--- config.mk ---
export PLATFORM = sky130hd
export DESIGN_NAME = morse_key_decoder
export DESIGN_NICKNAME = d
export VERILOG_FILES = /design/src/rtl/morse_key_decoder.sv
export SDC_FILE = /design/constraint.sdc
export NUM_CORES = 1
export LEC_CHECK = 0
export CORE_UTILIZATION = 40
export DETAILED_ROUTE_END_ITERATION = 6
export SLEW_MARGIN = 10
export SYNTH_ARGS = -nofsm -noshare
export SYNTH_HDL_FRONTEND = slang
export SYNTH_SLANG_ARGS = --single-unit
export TNS_END_PERCENT = 1
--- constraint.sdc ---
create_clock -name clk -period 3.2 [get_ports clk]
set_input_delay 0.96 -clock clk [delete_from_list [all_inputs] [get_ports clk]]
set_output_delay 0.96 -clock clk [all_outputs]
set_load 0.005 [all_outputs]
--- src/rtl/morse_key_decoder.sv ---
// Morse key decoder: times key presses/releases in ms ticks, builds a dot/dash code, emits it on a letter gap.
// Latency: key edge acts 3 clocks after key_in moves; pulses are registered. No backpressure; pulses are fire-and-forget.
module morse_key_decoder #(
    parameter int DASH_MS       = 300,
    parameter int LETTER_GAP_MS = 700,
    parameter int MAX_PRESS_MS  = 2000
) (
    input  logic       clk,
    input  logic       rst,
    input  logic       enable,
    input  logic       ms_tick,
    input  logic       key_in,
    output logic [4:0] code_out,
    output logic [2:0] len_out,
    output logic       letter_valid,
    output logic       error
);

    localparam logic [11:0] DASH_T = 12'(DASH_MS);
    localparam logic [11:0] GAP_T  = 12'(LETTER_GAP_MS);
    localparam logic [11:0] MAX_T  = 12'(MAX_PRESS_MS);

    typedef enum logic [1:0] {
        IDLE,
        PRESS,
        GAP,
        WAIT_RELEASE
    } state_t;

    state_t      state_q, state_d;
    logic        key_meta_q, key_s_q, key_prev_q;
    logic [11:0] cnt_q, cnt_d, cnt_tick;
    logic [4:0]  buf_q, buf_d;
    logic [2:0]  nsym_q, nsym_d;
    logic [4:0]  code_q, code_d;
    logic [2:0]  len_q, len_d;
    logic        valid_q, valid_d;
    logic        err_q, err_d;
    logic        press_edge, release_edge, sym;

    assign press_edge   = key_s_q & ~key_prev_q;
    assign release_edge = ~key_s_q & key_prev_q;

    always_ff @(posedge clk or negedge rst) begin
        if (!rst) begin
            key_meta_q <= 1'b0;
            key_s_q    <= 1'b0;
            key_prev_q <= 1'b0;
        end else begin
            key_meta_q <= key_in;
            key_s_q    <= key_meta_q;
            key_prev_q <= key_s_q;
        end
    end

    always_ff @(posedge clk or negedge rst) begin
        if (!rst) begin
            state_q <= IDLE;
            cnt_q   <= '0;
            buf_q   <= '0;
            nsym_q  <= '0;
            code_q  <= '0;
            len_q   <= '0;
            valid_q <= 1'b0;
            err_q   <= 1'b0;
        end else begin
            state_q <= state_d;
            cnt_q   <= cnt_d;
            buf_q   <= buf_d;
            nsym_q  <= nsym_d;
            code_q  <= code_d;
            len_q   <= len_d;
            valid_q <= valid_d;
            err_q   <= err_d;
        end
    end

    // Saturating post-increment count; all thresholds compare against this value.
    always_comb begin
        cnt_tick = cnt_q;
        if (ms_tick && (cnt_q != 12'hFFF)) begin
            cnt_tick = cnt_q + 12'd1;
        end
    end

    always_comb begin
        state_d = state_q;
        buf_d   = buf_q;
        nsym_d  = nsym_q;
        code_d  = code_q;
        len_d   = len_q;
        valid_d = 1'b0;
        err_d   = 1'b0;
        sym     = 1'b0;

        case (state_q)
            IDLE: begin
                buf_d  = '0;
                nsym_d = '0;
                if (press_edge) begin
                    state_d = PRESS;
                end
            end
            PRESS: begin
                if (cnt_tick >= MAX_T) begin
                    err_d   = 1'b1;
                    buf_d   = '0;
                    nsym_d  = '0;
                    state_d = WAIT_RELEASE;
                end else if (release_edge) begin
                    sym = (cnt_tick >= DASH_T);
                    if (nsym_q == 3'd5) begin
                        err_d   = 1'b1;
                        buf_d   = '0;
                        nsym_d  = '0;
                        state_d = IDLE;
                    end else begin
                        buf_d   = {buf_q[3:0], sym};
                        nsym_d  = nsym_q + 3'd1;
                        state_d = GAP;
                    end
                end
            end
            GAP: begin
                // A press landing on the expiry cycle completes this letter and starts the next one.
                if (cnt_tick >= GAP_T) begin
                    code_d  = buf_q;
                    len_d   = nsym_q;
                    valid_d = 1'b1;
                    buf_d   = '0;
                    nsym_d  = '0;
                    state_d = press_edge ? PRESS : IDLE;
                end else if (press_edge) begin
                    state_d = PRESS;
                end
            end
            WAIT_RELEASE: begin
                if (!key_s_q) begin
                    state_d = IDLE;
                end
            end
            default: begin
                state_d = IDLE;
            end
        endcase

        if (!enable) begin
            state_d = IDLE;
            buf_d   = '0;
            nsym_d  = '0;
            code_d  = code_q;
            len_d   = len_q;
            valid_d = 1'b0;
            err_d   = 1'b0;
        end
    end

    always_comb begin
        cnt_d = '0;
        if (enable && (state_d == state_q) && ((state_q == PRESS) || (state_q == GAP))) begin
            cnt_d = cnt_tick;
        end
    end

    assign code_out     = code_q;
    assign len_out      = len_q;
    assign letter_valid = valid_q;
    assign error        = err_q;

endmodule

==> metrics.txt <==
fin area=2910 µm²; clk buf depth=2; slowest cell on the critical path=or4_1; Ports=15; clock-pin slew on the worst setup and hold paths=0.06 ns; DR vias=1,929; vias in the first global route=1,953; Hold Crit Start=key_meta_q$_DFF_PN0_; GRT Util Overall=18.7%; dpl cell area=2740 µm²; Core Util, Final=52.9%; die width=77.7 µm; Clock Tree Root=clkbuf_8; total die area=6040 µm²; Critical R2R Capture=cnt_q[0]$_DFF_PN0_; Initial Util=41.6%; reg2reg setup slack=0.28 ns; post-synthesis sequential element count=35; Tcrit/Tclk final=94.4%; hold buffer count at CTS=0; DRC=0; fin crit period=3.02 ns; LEAKAGE=1.25 nW; final setup fails=0; Yosys cell types=66; fmax=0.331 GHz; Fill cells=532; largest net degree at the start of global routing=36; Placer Congestion=0.869; post-detail-place hpwl=3870 µm; vias per std cell=5.36; P&R area growth vs syn=27.1%; Most used DFF post-synth=dfrtp_1; CP Capture Type=flop; post-layout net count=297; Reg2Reg Launch Point=cnt_q[0]$_DFF_PN0_; DP Cell Count=349; Warnings, synthesis=0; cell mode on critical path=buf_4; largest area contributor in the netlist=dfrtp_1; Placement Rows=27; FF-to-FF path depth=11; WP data required=3.41 ns; Yosys top cell area share=38.2%; number of synthesized flops with an enable pin=0; clk sink count=35; Startpoint Class=input port; drt pass-1 iters=4; share of layout cells above drive strength 1=30.9%; setup TNS=0 ns; routed wire length=5120 µm; Hold Vio Cnt, Final=0; die height=77.7 µm; Final ANT Viol Nets=0; CP startpoint=ms_tick; CTS H-tree lvls=2; Port Buffers=14; register area=876 µm²; Worst path max stage delay=0.51 ns; RSZ-0062 raised after global routing=false; clock skew=0.00566 ns; type of the worst min-delay path=reg -> reg; Min-Delay Endpoint=key_s_q$_DFF_PN0_; max-cap violations=0; Worst-Skew Late Latency=0.29 ns; hold path cells=0; worst-path maximum fanout=4; grt total ovfl=0; total power=1.49 mW; DR iter-0 viols=61; n_diodes=0; Syn Area/Cell=9.76 µm²; mean routed wirelength per cell=14.2 µm; Worst Path Arrival=3.23 ns; initial antenna violation count=0; core area=5510 µm²; sequential-to-total area share from yosys stat=38.2%; Final Slew Violations=0; CTS tree=yes; Syn Inst Count=235; Worst-Margin Slew=0.745 ns; relative slew slack=50.4%; final non-filler cell total=360; Setup CP Type=in -> reg; PwrDens=511 nW/µm²; ranking of synthesized cells by area=dfrtp_1 (38%), nor3_2 (4.8%), nand2_1 (3.3%), o21ai_0 (3.1%), ha_1 (2.7%); Mapped Area=2290 µm²; Synth Net Count=245; worst vdd ir=0.454 mV; CTS buffer count=5; status=complete, no violations; share of async-settable or async-resettable flops after synthesis=100%; first-pass GRT wire length=8940 µm; area of the multi-input gates=1290 µm²; critical-path cell list=clkbuf_2 > nand3_2 > or4_1 > a21o_1 > or4_4 > buf_4 > and2_4 > a21oi_2 > o31ai_2 > buf_4 > nor3_2
-- final cells by class --
type                            instances  area share (%)
Sequential cell                        35            30.1
Clock inverter                          2            2.06
Multi-Input combinational cell        173            44.3
Clock buffer                            6            2.49
Tap cell                               72            3.09
Timing Repair Buffer                   58            16.2
Inverter                               14            1.80
-- cells in the mapped netlist, types with 3 or more instances --
| library cell | number |
|---|---|
| o21ai_0 | 14 |
| nor4_1 | 4 |
| nand4_1 | 3 |
| nor2_1 | 16 |
| buf_4 | 4 |
| nor3_2 | 11 |
| and4_1 | 4 |
| mux2i_1 | 6 |
| xor2_1 | 3 |
| nor2b_1 | 4 |
| nand3_1 | 9 |
| a31oi_1 | 5 |
| o21ai_1 | 6 |
| inv_1 | 14 |
| buf_2 | 3 |
| ha_1 | 5 |
| dfrtp_1 | 35 |
| a21oi_1 | 7 |
| buf_6 | 4 |
| mux2_1 | 5 |
| nand2_1 | 20 |
-- per-stage QoR --
step,setup slack [ns],hold slack [ns]
finish,0.179,0.350
global route,0.0287,0.360
CTS,0.0153,0.354
detailed placement,-0.560,0.339
global placement,-0.480,0.332
floorplan,0.111,0.331
-- how the worst max path moves through the flow --
stage	to	slack [ns]	cells after the start
3_5_place_dp	cnt_q[7]$_DFF_PN0_	-0.56	11
4_1_cts	cnt_q[0]$_DFF_PN0_	0.02	11
6_report	cnt_q[0]$_DFF_PN0_	0.18	11
2_1_floorplan	code_out[0]$_DFFE_PN0P_	0.11	10
3_3_place_gp	len_out[1]$_DFFE_PN0P_	-0.48	11
5_1_grt	cnt_q[0]$_DFF_PN0_	0.03	11
-- layout by cell type (no fill, tap or decap), types with 6 or more instances in the layout --
cell type	count
buf_4	43
dfrtp_1	35
nand2_1	20
nor2_1	16
inv_1	14
o21ai_0	14
clkdlybuf4s50_1	12
nor3_2	10
nand3_1	9
a21oi_1	7
mux2i_1	6
o21ai_1	6
-- metal layers --
| metal | global-route usage [%] | share of wire (%) | vias to the layer above | routed length, µm |
|---|---|---|---|---|
| li1 | - | - | 960 | - |
| met1 | 23.4 | 46 | 936 | 2350 |
| met2 | 32.9 | 50 | 26 | 2580 |
| met3 | 3.18 | 2.7 | 7 | 140 |
| met4 | 5.28 | 0.94 | 0 | 48 |
| met5 | 0 | 0 | - | 0 |
-- cell families after synthesis --
group	Yosys count	share of synthesized area, %
AOI/OAI and AO/OA	59	19.1
xor gates and xnor gates	5	2.24
adders and majority gates	5	2.73
buffers and inverters	27	6.82
DFF	35	38.2
muxes	11	5.07
and+or+nand+nor	93	25.8
-- state kept, by name, summed over array words and instances (netlist names) --
register and flops:
state_q 2, nsym_q 3, code_out 5, letter_valid 1, key_meta_q 1, key_prev_q 1, error 1, buf_q 5
len_out 3, cnt_q 12, key_s_q 1
-- critical path, delay by kind of cell --
| kind | cells | cell delay (ns) |
|---|---|---|
| buffers and inverters | 3 | 0.47 |
| and+or+nand+nor | 5 | 1.34 |
| AOI/OAI and AO/OA | 3 | 0.45 |
-- power breakdown --
part | internal, mW | switching [mW]
logic | 0.239 | 0.291
registers | 0.464 | 0.0322
clock network | 0.311 | 0.152
total | 1.01 | 0.476
-- what timing repair did --
item | in CTS | in global routing
buffers inserted | 3 | 0
gates resized for setup | 4 | 3
pin swaps | 2 | 0
setup endpoints to repair | 31 | 23
(Power assumes the default switching activity.)
